## config.mk

```make
export PLATFORM = sky130hd
export DESIGN_NAME = connect4_turn_sequencer
export DESIGN_NICKNAME = d
export VERILOG_FILES = /design/src/rtl/connect4_turn_sequencer.sv
export SDC_FILE = /design/constraint.sdc
export NUM_CORES = 1
export LEC_CHECK = 0
export ABC_AREA = 1
export CELL_PAD_IN_SITES_DETAIL_PLACEMENT = 2
export CELL_PAD_IN_SITES_GLOBAL_PLACEMENT = 2
export CORE_ASPECT_RATIO = 1.4
export CORE_MARGIN = 10
export CORE_UTILIZATION = 35
export DETAILED_ROUTE_END_ITERATION = 7
export PLACE_DENSITY = 0.84
export SYNTH_ARGS = -nofsm -noshare
export SYNTH_HDL_FRONTEND = slang
export SYNTH_SLANG_ARGS = --single-unit
```

## constraint.sdc

```tcl
create_clock -name clk -period 1.95 [get_ports clk]
set_clock_uncertainty 0.05 [all_clocks]
set_input_delay 0.2925 -clock clk [delete_from_list [all_inputs] [get_ports clk]]
set_output_delay 0.2925 -clock clk [all_outputs]
set_load 0.05 [all_outputs]
```

## src/rtl/connect4_turn_sequencer.sv

```systemverilog
// Connect4 per-turn controller: picks the active move source, validates the column against
// the fill heights, strobes the board write, runs the turn countdown and reports the result.
module connect4_turn_sequencer #(
    parameter int CLK_HZ    = 50000000,
    parameter int TURN_SECS = 10,
    parameter int ROWS      = 6,
    parameter int COLS      = 7
) (
    input  logic       clk,
    input  logic       rst,
    input  logic       start_player,
    input  logic       fpga_load,
    input  logic [2:0] fpga_col,
    input  logic       ard_valid,
    input  logic [2:0] ard_col,
    input  logic       win,
    output logic       write_en,
    output logic [2:0] write_col,
    output logic [2:0] write_row,
    output logic [1:0] write_val,
    output logic       current_player,
    output logic [3:0] secs_left,
    output logic       reject,
    output logic [5:0] move_count,
    output logic       board_full,
    output logic       game_over,
    output logic [1:0] winner
);

    localparam int CELLS = ROWS * COLS;
    localparam int PW    = (CLK_HZ > 1) ? $clog2(CLK_HZ) : 1;

    typedef enum logic [2:0] {
        IDLE      = 3'd0,
        WAIT_MOVE = 3'd1,
        CHECK     = 3'd2,
        WRITE     = 3'd3,
        EVAL      = 3'd4,
        SWITCH    = 3'd5,
        OVER      = 3'd6
    } state_t;

    state_t        state_r;
    state_t        next_state_s;

    logic          player_r;
    logic [2:0]    col_r;
    logic [2:0]    height_r [COLS];
    logic [PW-1:0] prescale_r;
    logic [3:0]    secs_r;
    logic [5:0]    move_count_r;
    logic          board_full_r;
    logic          game_over_r;
    logic [1:0]    winner_r;
    logic          write_en_r;
    logic [2:0]    write_col_r;
    logic [2:0]    write_row_r;
    logic [1:0]    write_val_r;
    logic          reject_r;

    logic          move_req_s;
    logic [2:0]    move_col_s;
    logic          timeout_s;
    logic [2:0]    auto_col_s;
    logic [2:0]    sel_height_s;
    logic          col_in_range_s;
    logic          bad_move_s;

    function automatic logic [1:0] cell_code(input logic player);
        return player ? 2'b10 : 2'b01;
    endfunction

    // Source select for the current player, plus column lookup and auto-move choice.
    always_comb begin
        move_req_s   = 1'b0;
        move_col_s   = 3'd0;
        auto_col_s   = 3'd0;
        sel_height_s = 3'd0;
        if (player_r) begin
            move_req_s = ard_valid;
            move_col_s = ard_col;
        end else begin
            move_req_s = fpga_load;
            move_col_s = fpga_col;
        end
        // Descending scan so the lowest-index non-full column is the one left standing.
        for (int c = COLS - 1; c >= 0; c--) begin
            auto_col_s   = (height_r[c] == 3'(ROWS)) ? auto_col_s : 3'(c);
            sel_height_s = (col_r == 3'(c)) ? height_r[c] : sel_height_s;
        end
        timeout_s      = (secs_r == 4'd0);
        col_in_range_s = (int'(col_r) < COLS);
        bad_move_s     = !col_in_range_s || (sel_height_s == 3'(ROWS));
    end

    // Next-state logic of the turn FSM.
    always_comb begin
        next_state_s = state_r;
        case (state_r)
            IDLE:      next_state_s = WAIT_MOVE;
            WAIT_MOVE: begin
                if (move_req_s || timeout_s) begin
                    next_state_s = CHECK;
                end else begin
                    next_state_s = WAIT_MOVE;
                end
            end
            CHECK:     next_state_s = bad_move_s ? WAIT_MOVE : WRITE;
            WRITE:     next_state_s = EVAL;
            EVAL: begin
                if (win || (move_count_r == 6'(CELLS))) begin
                    next_state_s = OVER;
                end else begin
                    next_state_s = SWITCH;
                end
            end
            SWITCH:    next_state_s = WAIT_MOVE;
            OVER:      next_state_s = OVER;
            default:   next_state_s = IDLE;
        endcase
    end

    // FSM state register.
    always_ff @(posedge clk or negedge rst) begin
        if (!rst) begin
            state_r <= IDLE;
        end else begin
            state_r <= next_state_s;
        end
    end

    // Turn datapath: move latch, countdown, write strobe, fill heights and result flags.
    always_ff @(posedge clk or negedge rst) begin
        if (!rst) begin
            player_r     <= 1'b0;
            col_r        <= 3'd0;
            prescale_r   <= {PW{1'b0}};
            secs_r       <= 4'(TURN_SECS);
            move_count_r <= 6'd0;
            board_full_r <= 1'b0;
            game_over_r  <= 1'b0;
            winner_r     <= 2'b00;
            write_en_r   <= 1'b0;
            write_col_r  <= 3'd0;
            write_row_r  <= 3'd0;
            write_val_r  <= 2'b00;
            reject_r     <= 1'b0;
            for (int c = 0; c < COLS; c++) begin
                height_r[c] <= 3'd0;
            end
        end else begin
            write_en_r <= 1'b0;
            reject_r   <= 1'b0;
            case (state_r)
                IDLE: begin
                    player_r <= start_player;
                end
                WAIT_MOVE: begin
                    // A real move beats a timeout that lands in the same cycle.
                    if (move_req_s) begin
                        col_r <= move_col_s;
                    end else if (timeout_s) begin
                        col_r <= auto_col_s;
                    end
                    if (!timeout_s) begin
                        if (prescale_r == PW'(CLK_HZ - 1)) begin
                            prescale_r <= {PW{1'b0}};
                            secs_r     <= secs_r - 4'd1;
                        end else begin
                            prescale_r <= prescale_r + PW'(1);
                        end
                    end
                end
                CHECK: begin
                    if (bad_move_s) begin
                        reject_r <= 1'b1;
                    end else begin
                        write_en_r  <= 1'b1;
                        write_col_r <= col_r;
                        write_row_r <= sel_height_s;
                        write_val_r <= cell_code(player_r);
                    end
                end
                WRITE: begin
                    for (int c = 0; c < COLS; c++) begin
                        if ((col_r == 3'(c)) && (height_r[c] != 3'(ROWS))) begin
                            height_r[c] <= height_r[c] + 3'd1;
                        end
                    end
                    if (move_count_r != 6'(CELLS)) begin
                        move_count_r <= move_count_r + 6'd1;
                        board_full_r <= (move_count_r == 6'(CELLS - 1));
                    end
                end
                EVAL: begin
                    if (win) begin
                        winner_r    <= cell_code(player_r);
                        game_over_r <= 1'b1;
                    end else if (move_count_r == 6'(CELLS)) begin
                        game_over_r <= 1'b1;
                    end
                end
                SWITCH: begin
                    player_r   <= ~player_r;
                    secs_r     <= 4'(TURN_SECS);
                    prescale_r <= {PW{1'b0}};
                end
                OVER: begin
                end
                default: begin
                end
            endcase
        end
    end

    assign write_en       = write_en_r;
    assign write_col      = write_col_r;
    assign write_row      = write_row_r;
    assign write_val      = write_val_r;
    assign current_player = player_r;
    assign secs_left      = secs_r;
    assign reject         = reject_r;
    assign move_count     = move_count_r;
    assign board_full     = board_full_r;
    assign game_over      = game_over_r;
    assign winner         = winner_r;

endmodule

```

== Word level (Yosys, flattened, before mapping) ==
Cells that the tools add are included.
Cells by class
  add/subtract/negate cells: 10
  eq/ne operators: 33
  bitwise logic cells: 2
  multiplexer cells: 36
  $lt $le $gt $ge: 1
  reduce and logical (&&, ||, !) cells: 33
Operator list (count)
  two-way mux 26 bit: 2
  one-hot mux 26 bit (2 select lines): 1
  two-way mux 3 bit: 17
  equality test 3 bit (second input constant): 14
  adder 26 x 1 -> 26 bit (second input constant): 1
  equality test 26 bit (second input constant): 1
  AND reduction 2 bit: 13
  adder 3 x 1 -> 3 bit (second input constant): 7
  inequality test 3 bit (second input constant): 7
  one-hot mux 3 bit (6 select lines): 1
  equality test 3 x 2 -> 1 bit (second input constant): 4
  equality test 6 bit (second input constant): 2
  two-way mux 2 bit: 4
  two-way mux 4 bit: 2
  one-hot mux 4 bit (2 select lines): 1
  nonzero test 2 bit: 4
  logical AND 1 bit: 7
  two-way mux 1 bit: 7
  adder 6 x 1 -> 6 bit (second input constant): 1
  equality test 3 x 1 -> 1 bit (second input constant): 2
  zero test 3 bit: 2
  inequality test 6 bit (second input constant): 1
  zero test 4 bit: 1
  inequality test 2 bit (second input constant): 2
  8 further kinds: 11
Word-level totals
  register bits: 78
  output and inout bits: 25
  logic and storage cells: 136
  input port bits: 12

== Longest topological paths before layout ==
Gate-level depths: netlist of the first run.
  word-level depth: 12
  mapped depth: 13
  mapped depth without buffers: 12

== Worst setup path after synthesis of the first run ==
No wires, ideal clock.
  path kind: flip-flop to flip-flop
  start: register secs_r[0] (netlist: secs_left[0])
  end: register prescale_r[10]
  path slack: -0.014 ns
  arrival: 1.849 ns
  data required time: 1.835 ns
  path buffers: 1
  stages on the path, launching flop included: 11
  cells stage by stage: dfrtp_1 inv_1 ha_1 inv_1 nor2_1 nand2_1 nand2_1 nor2_1 buf_6 o221ai_1 nand2_1
Between the ends
  cells in the longest elaborated chain, start to end: 3
RTL lines
  start: declaration: line 50  | logic [3:0] secs_r;
  start signal: assignment: line 138  | secs_r <= 4'(TURN_SECS);
  start signal: assignment: line 168  | secs_r <= secs_r - 4'd1;
  start signal: assignment: line 205  | secs_r <= 4'(TURN_SECS);
  zero test 4 bit: line 91  | timeout_s = (secs_r == 4'd0);
  inequality test 2 bit (no source line)
  AND reduction 2 bit (no source line)
  end signal: assignment: line 137  | prescale_r <= {PW{1'b0}};
  end signal: assignment: line 167  | prescale_r <= {PW{1'b0}};
  end signal: assignment: line 170  | prescale_r <= prescale_r + PW'(1);
  end: declaration: line 49  | logic [PW-1:0] prescale_r;
No other way between the ends.
A chain may end at the register's enable or synchronous reset.

== Final worst setup path of the first run ==
  start: register prescale_r[6]
  end: register prescale_r[16]
Between the ends
  cells in the longest elaborated chain, start to end: 4
  elaborated cells on any way between the ends: 5
  classes of those cells: 1 x add/sub; 1 x eq/ne; 3 x mux
RTL lines
  adder 26 x 1 -> 26 bit or equality test 26 bit (tied branches): line 170, 166
  two-way mux 26 bit *: line 166  | if (prescale_r == PW'(CLK_HZ - 1)) begin
  two-way mux 26 bit *: line 165  | if (!timeout_s) begin
  one-hot mux 26 bit (2 select lines) *: line 154  | case (state_r)
Mark *: on every way between the ends. The rest lies on a longest branch, timed or not. The select of a mux whose other input is x is not followed.

==> impl_metrics.tcl, run 1 <==
set metrics [dict create \
    dp_cells 822 \
    tritoncts_buffers 9 \
    synth.cell_area_sq_um 4600 \
    die-width_microns 117 \
    route.vias.total 5398 \
    worst_hold_path_type "input port to asynchronous set/reset pin" \
    remaining_drc_errors 0 \
    worst_setup_hold_path_clk_slew_ns 0.07 \
    synth-seq-area-share_pct 42.4 \
    finalInstanceArea_sq_um 6870 \
    fillers 1361 \
    hold_violations 0 \
    post_layout_nonfiller_instances 880 \
    number_of_enable_flip_flop_cells_after_synthesis 0 \
    async_reset_ff_share_pct 100 \
    number_of_global_route_vias_before_repair 5759 \
    fmaxAchievable_mhz 434 \
    number_of_unique_standard_cell_types_used_by_synthesis 50 \
    drt_iter0_drc 399 \
    vert_die_dim_microns 156 \
    holdWs_ns 0.413 \
    ios 37 \
    dpl.hpwl_microns 13300 \
    grt_setup_unrepaired "true" \
    numPortBuffers 36 \
    power.clock.fraction_pct 17.8 \
    crit_chain "buf_4 > nand2_1 > nor2_4 > nand4_1 > buf_4 > nor2_1 > xor2_1 > nand3_2 > o21ai_1" \
    route.final.wire_length_microns 29600 \
    finalWeightedCongestion 0.880 \
    postPlaceCellArea_sq_um 5610 \
    layout_min_cycle_time_ns 2.30 \
    setup.worst_path.end_class "flip-flop" \
    power_per_cell_area_nw_per_um2 1510 \
    yosysWarnings 0 \
    grt_first_pass_wirelength_microns 34700 \
    cts.htree.levels 3 \
    reg2regPathDepth 9 \
    layout.core_utilization_pct 53.3 \
    dieArea_sq_um 18200 \
    comb_power_share_pct 55.7 \
    synth_flop_cell "dfrtp_1" \
    avg_synthesized_cell_area_sq_um 8.05 \
    area_growth_from_synthesis_to_final_layout_pct 49.1 \
    synth_area_leader_cell "dfrtp_1" \
    layout-drive-gt1-share_pct 36.2 \
    largest_net_degree_at_the_start_of_global_routing 38 \
    worstSetupPathType "flip-flop to flip-flop" \
    drt_first_pass_iters 5 \
    worst-endpoint-required_ns 2.17 \
    synth_nets 603 \
    p_int_mw 5.05 \
    grt_antenna_before_repair 1 \
    maxSlewHeadroom_pct 53.9 \
    fin_ws_ns -0.352 \
    synth_top_area_share_pct 41.3 \
    insertion_delay_ns 0.37 \
    peak_vdd_ir_mv 0.800 \
    nNetsFinal 753 \
    outcome "finished with violations" \
    crit_slowest_cell "dfrtp_1" \
    switching_power_mw 5.32 \
    min_period_over_period_pct 118 \
    setup_viol 43 \
    final-max-slew-violation-count 0 \
    cpMostUsedCell "buf_4" \
    clkSinkCount 78 \
    global_route.overflow_total 0 \
    sw_frac_of_total_pct 51.3 \
    clock_path_buffers 2 \
    synth_seq_cells 78 \
    path_max_fanout 4 \
    cts_tree "yes" \
    initial_core_util_pct 35.8 \
    most-common-layout-cells "nand2_1, buf_4, dfrtp_1, inv_1, nor2_1" \
    antennaDiodeCount 0 \
    fp.coreArea_sq_um 12900 \
    cp_data_arrival_time_ns 2.52 \
    drt-vias-per-instance 6.13 \
    maxCapViolCount 0 \
    avgRoutedWirePerCell_microns 33.7 \
    tightestPinTransition_ns 0.689 \
    violations_in_the_final_reports "setup timing" \
    max_stage_delay_ns 0.41 \
    global_route.usage.total_pct 25.3 \
    sequential_group_share_of_total_power_pct 26.4 \
    leakage_nw 3.25 \
    clock-root-buffer "clkbuf_16" \
    syn-instance-count 572 \
    crit_path_start_kind "flip-flop" \
    antenna_violating_nets_post_route 0 \
    post_synth_main_area_contributors "dfrtp_1, nand2_1, inv_1, ha_1, nand3_1" \
    rows 49 \
]
==> sequential cells by signal, summed over array words and instances (netlist names), 2 cells and up <==
name / count
write_row: 3
secs_left: 4
write_col: 3
prescale_r: 26
winner: 2
col_r: 3
write_val: 2
move_count: 6
height_r: 21
state_r: 3
==> Yosys cell counts, drive strengths merged, types with 5 or more instances <==
cell type,instances
nand2,138
dfrtp,76
inv,72
nor2,56
nand3,44
o21ai,36
nand4,29
nor3,21
xor2,20
ha,19
a21oi,8
buf,7
xnor2,6
nor4,5
==> layer usage <==
layer | vias up | GRT usage [%] | part of all wire (%)
met5 | - | 0 | 0.067
met1 | 2723 | 24.8 | 33
met2 | 304 | 47.2 | 52
met4 | 2 | 16.0 | 10
met3 | 177 | 4.08 | 5.0
li1 | 2192 | - | -
==> layout make-up <==
class / count / area [sq um] / area share, %
multi-input combinational: 411 / 2840 / 41.3
sequential: 78 / 1960 / 28.6
timing repair buffer: 147 / 1260 / 18.3
inverter: 74 / 310 / 4.52
clock buffer: 11 / 243 / 3.53
tap: 153 / 191 / 2.79
clock inverter: 5 / 58.8 / 0.856
timing repair inverter: 1 / 6.26 / 0.0911
==> per-stage QoR <==
stage	worst slack [ns]	setup TNS, ns	power [mW]
after CTS	0.00309	0	8.90
final	-0.352	-5.47	10.4
after floorplan	0.0140	0	4.88
after global placement	-0.457	-5.69	6.19
after detailed placement	-0.652	-8.17	6.52
after global routing	-0.368	-6.97	10.7
==> path summary, 6_finish.rpt <==
| kind | slack (ns) | to | start |
|---|---|---|---|
| min in group clk | 0.47 | write_row[0] | write_row[0] |
| setup / recovery | -0.35 | prescale_r[16] | prescale_r[6] |
| hold / removal | 0.41 | prescale_r[22] | rst |
| max in group asynchronous | 0.74 | write_row[2] | rst |
| hold reg to reg | 0.47 | write_row[0] | write_row[0] |
| setup reg to reg | -0.35 | prescale_r[16] | prescale_r[6] |
==> cells by family (layout without fill, tap and decap cells) <==
kind of cell / after synthesis / in the layout / share of synthesized area (%)
simple gates: 300 / 302 / 31.5
mux: 1 / 1 / 0.217
xor+xnor: 26 / 26 / 4.95
flops: 78 / 78 / 42.4
fa+ha+maj: 19 / 19 / 5.16
compound gates: 63 / 63 / 8.23
buf+inv: 85 / 238 / 7.50
==> what timing repair did <==
item,in CTS,in global routing
pin swaps,8,36
hold endpoints to repair,32,0
setup buffers,8,30
endpoints found under the setup margin,40,56
resized for setup,42,109
hold buffers,1,0
gates cloned,2,1
==> worst max-delay path, delay by kind of cell, from the launching register on <==
kind,cells,cell delay [ns]
AND/OR/NAND/NOR,5,0.91
flip-flops,1,0.41
AO/OA/AOI/OAI,1,0.15
buffers and inverters,2,0.46
XOR/XNOR,1,0.23
==> power by group through the flow <==
stage	Combinational [mW]	Sequential, mW	Clock [mW]
6_report	5.78	2.74	1.85
3_3_place_gp	3.67	2.53	0
3_5_place_dp	3.93	2.59	0
4_1_cts	4.51	2.60	1.79
5_1_grt	5.98	2.76	1.93
2_1_floorplan	1.78	3.10	0
(Power assumes the default switching activity.)
==> run 2: changes to the inputs <==
Settings changed: GPL_TIMING_DRIVEN set to 1.
==> results of run 2 <==
Same layout as run 1: the final DEF is identical, and so are final timing and power.
==> run 3: changes to the inputs <==
Settings changed: CORE_MARGIN 10 to 5, SETUP_SLACK_MARGIN set to 0.1.
==> run 3 against run 2 <==
Against the previous run:
- the run still ends with setup timing left
- sequential cell count unchanged
- die area down 14%
- register-to-register slack better by 0.25 ns
- cell count down 5.6%
- largest power group unchanged
- sequential share of layout area up 1.5 points
==> impl_metrics.tcl, run 3 (synthesis gave the netlist of run 1 again) <==
set metrics [dict create \
    outcome "finished with violations" \
    violations_in_the_final_reports "setup timing" \
    crit_chain "nand2_1 > nor2_4 > nand4_4 > nor2_2 > nand3_2 > nor2_4 > nand3_1 > xor2_1 > nor2_2" \
    dp_cells 781 \
    reg2regPathDepth 9 \
    largest_net_degree_at_the_start_of_global_routing 43 \
    worst_hold_path_type "input port to asynchronous set/reset pin" \
    global_route.overflow_total 0 \
    path_max_fanout 5 \
    critical_path.reg2reg.endpoint "prescale_r[17]" \
    total_power_mw 10.3 \
    layout-drive-gt1-share_pct 35.3 \
    route.vias.total 5026 \
    numPortBuffers 36 \
    worst_setup_hold_path_clk_slew_ns 0.08 \
    final-max-slew-violation-count 0 \
    finalWeightedCongestion 0.857 \
    power_per_cell_area_nw_per_um2 1570 \
    fmaxAchievable_mhz 487 \
    timing.critical_path.max_delay_family "simple AND/OR/NAND/NOR gates" \
    drt-vias-per-instance 6.05 \
    grt_antenna_before_repair 0 \
    nNetsFinal 704 \
    maxCapViolCount 0 \
    die-width_microns 107 \
    drt_iter0_drc 250 \
    antennaDiodeCount 0 \
    most-common-layout-cells "nand2_1, dfrtp_1, inv_1, buf_4, nor2_1" \
    crit_path_start_kind "flip-flop" \
    fin_ws_ns -0.104 \
    worst-endpoint-required_ns 2.16 \
    hold_violations 0 \
    largest_register_ff_count 26 \
    reg_with_most_ffs "prescale_r" \
    rows 49 \
    insertion_delay_ns 0.37 \
    min_period_over_period_pct 105 \
    worst_setup_path_startpoint "prescale_r[3]" \
    maxSlewHeadroom_pct 56.0 \
    area_growth_from_synthesis_to_final_layout_pct 42.2 \
    cp_data_arrival_time_ns 2.26 \
    rr_startpoint "prescale_r[3]" \
    tightestPinTransition_ns 0.655 \
    remaining_drc_errors 0 \
    layout_min_cycle_time_ns 2.05 \
    timing.reg2reg.setup_slack_ns -0.10 \
    global_route.usage.total_pct 26.8 \
    route.final.wire_length_microns 25000 \
    grt_first_pass_wirelength_microns 31800 \
    setup.worst_path.end_class "flip-flop" \
    dpl.hpwl_microns 12000 \
    antenna_violating_nets_post_route 0 \
    grt_setup_unrepaired "true" \
    drt_first_pass_iters 4 \
    setup_viol 13 \
    max_stage_delay_ns 0.45 \
    peak_vdd_ir_mv 0.863 \
    fp.coreArea_sq_um 12900 \
    avgRoutedWirePerCell_microns 30.1 \
    cts_tree "yes" \
    worst-path-buf-inv 0 \
    most_common_cell_after_layout_fill_and_taps_aside "nand2_1" \
    cts.htree.levels 3 \
    layout.core_utilization_pct 50.9 \
    vert_die_dim_microns 146 \
    dieArea_sq_um 15600 \
    post_layout_nonfiller_instances 831 \
    crit_slowest_cell "dfrtp_1" \
    clkSinkCount 78 \
    crit_end "prescale_r[17]" \
    fillers 1340 \
    initial_core_util_pct 35.8 \
    tritoncts_buffers 9 \
    holdWs_ns 0.454 \
    ios 37 \
    leakage_nw 2.97 \
    clock_path_buffers 2 \
    worstSetupPathType "flip-flop to flip-flop" \
    cp.depth 9 \
    clock-root-buffer "clkbuf_16" \
    number_of_global_route_vias_before_repair 5436 \
]
## run 3: changes by cell type in the layout (fill, tap and decap cells not counted), sizes merged, moves of 3 or more
| cell | before | now |
|---|---|---|
| buf | 119 | 68 |
| clkdlybuf4s50 | 23 | 10 |
| clkinv | 3 | 6 |
| dlygate4sd2 | 0 | 18 |
| dlymetal6s2s | 4 | 1 |
| inv | 74 | 71 |
## run 3: how the worst min path moves through the flow
stage / from / end / slack, ns / cells after the start
after floorplan: rst / board_full / -0.05 / 0
after global placement: rst / prescale_r[13] / 0.29 / 1
after detailed placement: rst / prescale_r[13] / 0.29 / 1
after CTS: game_over / game_over / 0.42 / 1
after global routing: secs_left[3] / secs_left[3] / 0.47 / 2
final: rst / prescale_r[10] / 0.45 / 2
## run 3: cell type report
class	count	area [sq um]	area share, %
tap	153	191	2.92
clock buffer	10	229	3.50
multi-input combinational	411	2880	44.0
timing repair inverter	1	8.76	0.134
timing repair buffer	98	882	13.5
inverter	74	323	4.93
clock inverter	6	62.6	0.955
sequential	78	1970	30.1
## run 3: stage by stage
step           worst slack (ns)  instance area (sq um)  TNS (ns)
2_1_floorplan             0.100                   4620         0
3_3_place_gp             0.0731                   5340         0
3_5_place_dp            -0.0740                   5340    -0.457
4_1_cts                  0.0397                   6010         0
5_1_grt                  -0.152                   6550     -1.31
6_report                 -0.104                   6550    -0.533
## run 3: repair_timing
action | CTS | global route
pin swaps | 19 | 41
gates resized for setup | 85 | 109
endpoints found under the hold margin | 37 | 0
hold buffers | 1 | 0
setup endpoints to repair | 59 | 53
cloned | 3 | 0
setup buffers | 14 | 17
## run 3: power by group
group / leakage, nW / internal, mW / total (mW) / switching (mW)
Clock: 0.134 / 0.991 / 1.82 / 0.833
Sequential: 1.00 / 2.09 / 2.79 / 0.702
Combinational: 1.84 / 1.90 / 5.69 / 3.79
## run 3: worst register-to-register path: stages (launching register included)
cell and delay (ns):
dfrtp_1 0.45, nand2_1 0.18, nor2_4 0.19, nand4_4 0.16, nor2_2 0.17, nand3_2 0.12
nor2_4 0.21, nand3_1 0.15, xor2_1 0.22, nor2_2 0.06
## run 3: metal layers
layer  share of wire (%)  up-vias  track usage [%]
li1                    -     2100                -
met1                  35     2589             27.7
met2                  53      206             49.0
met3                 4.0      131             4.48
met4                 8.4        0             16.8
met5                   0        -                0
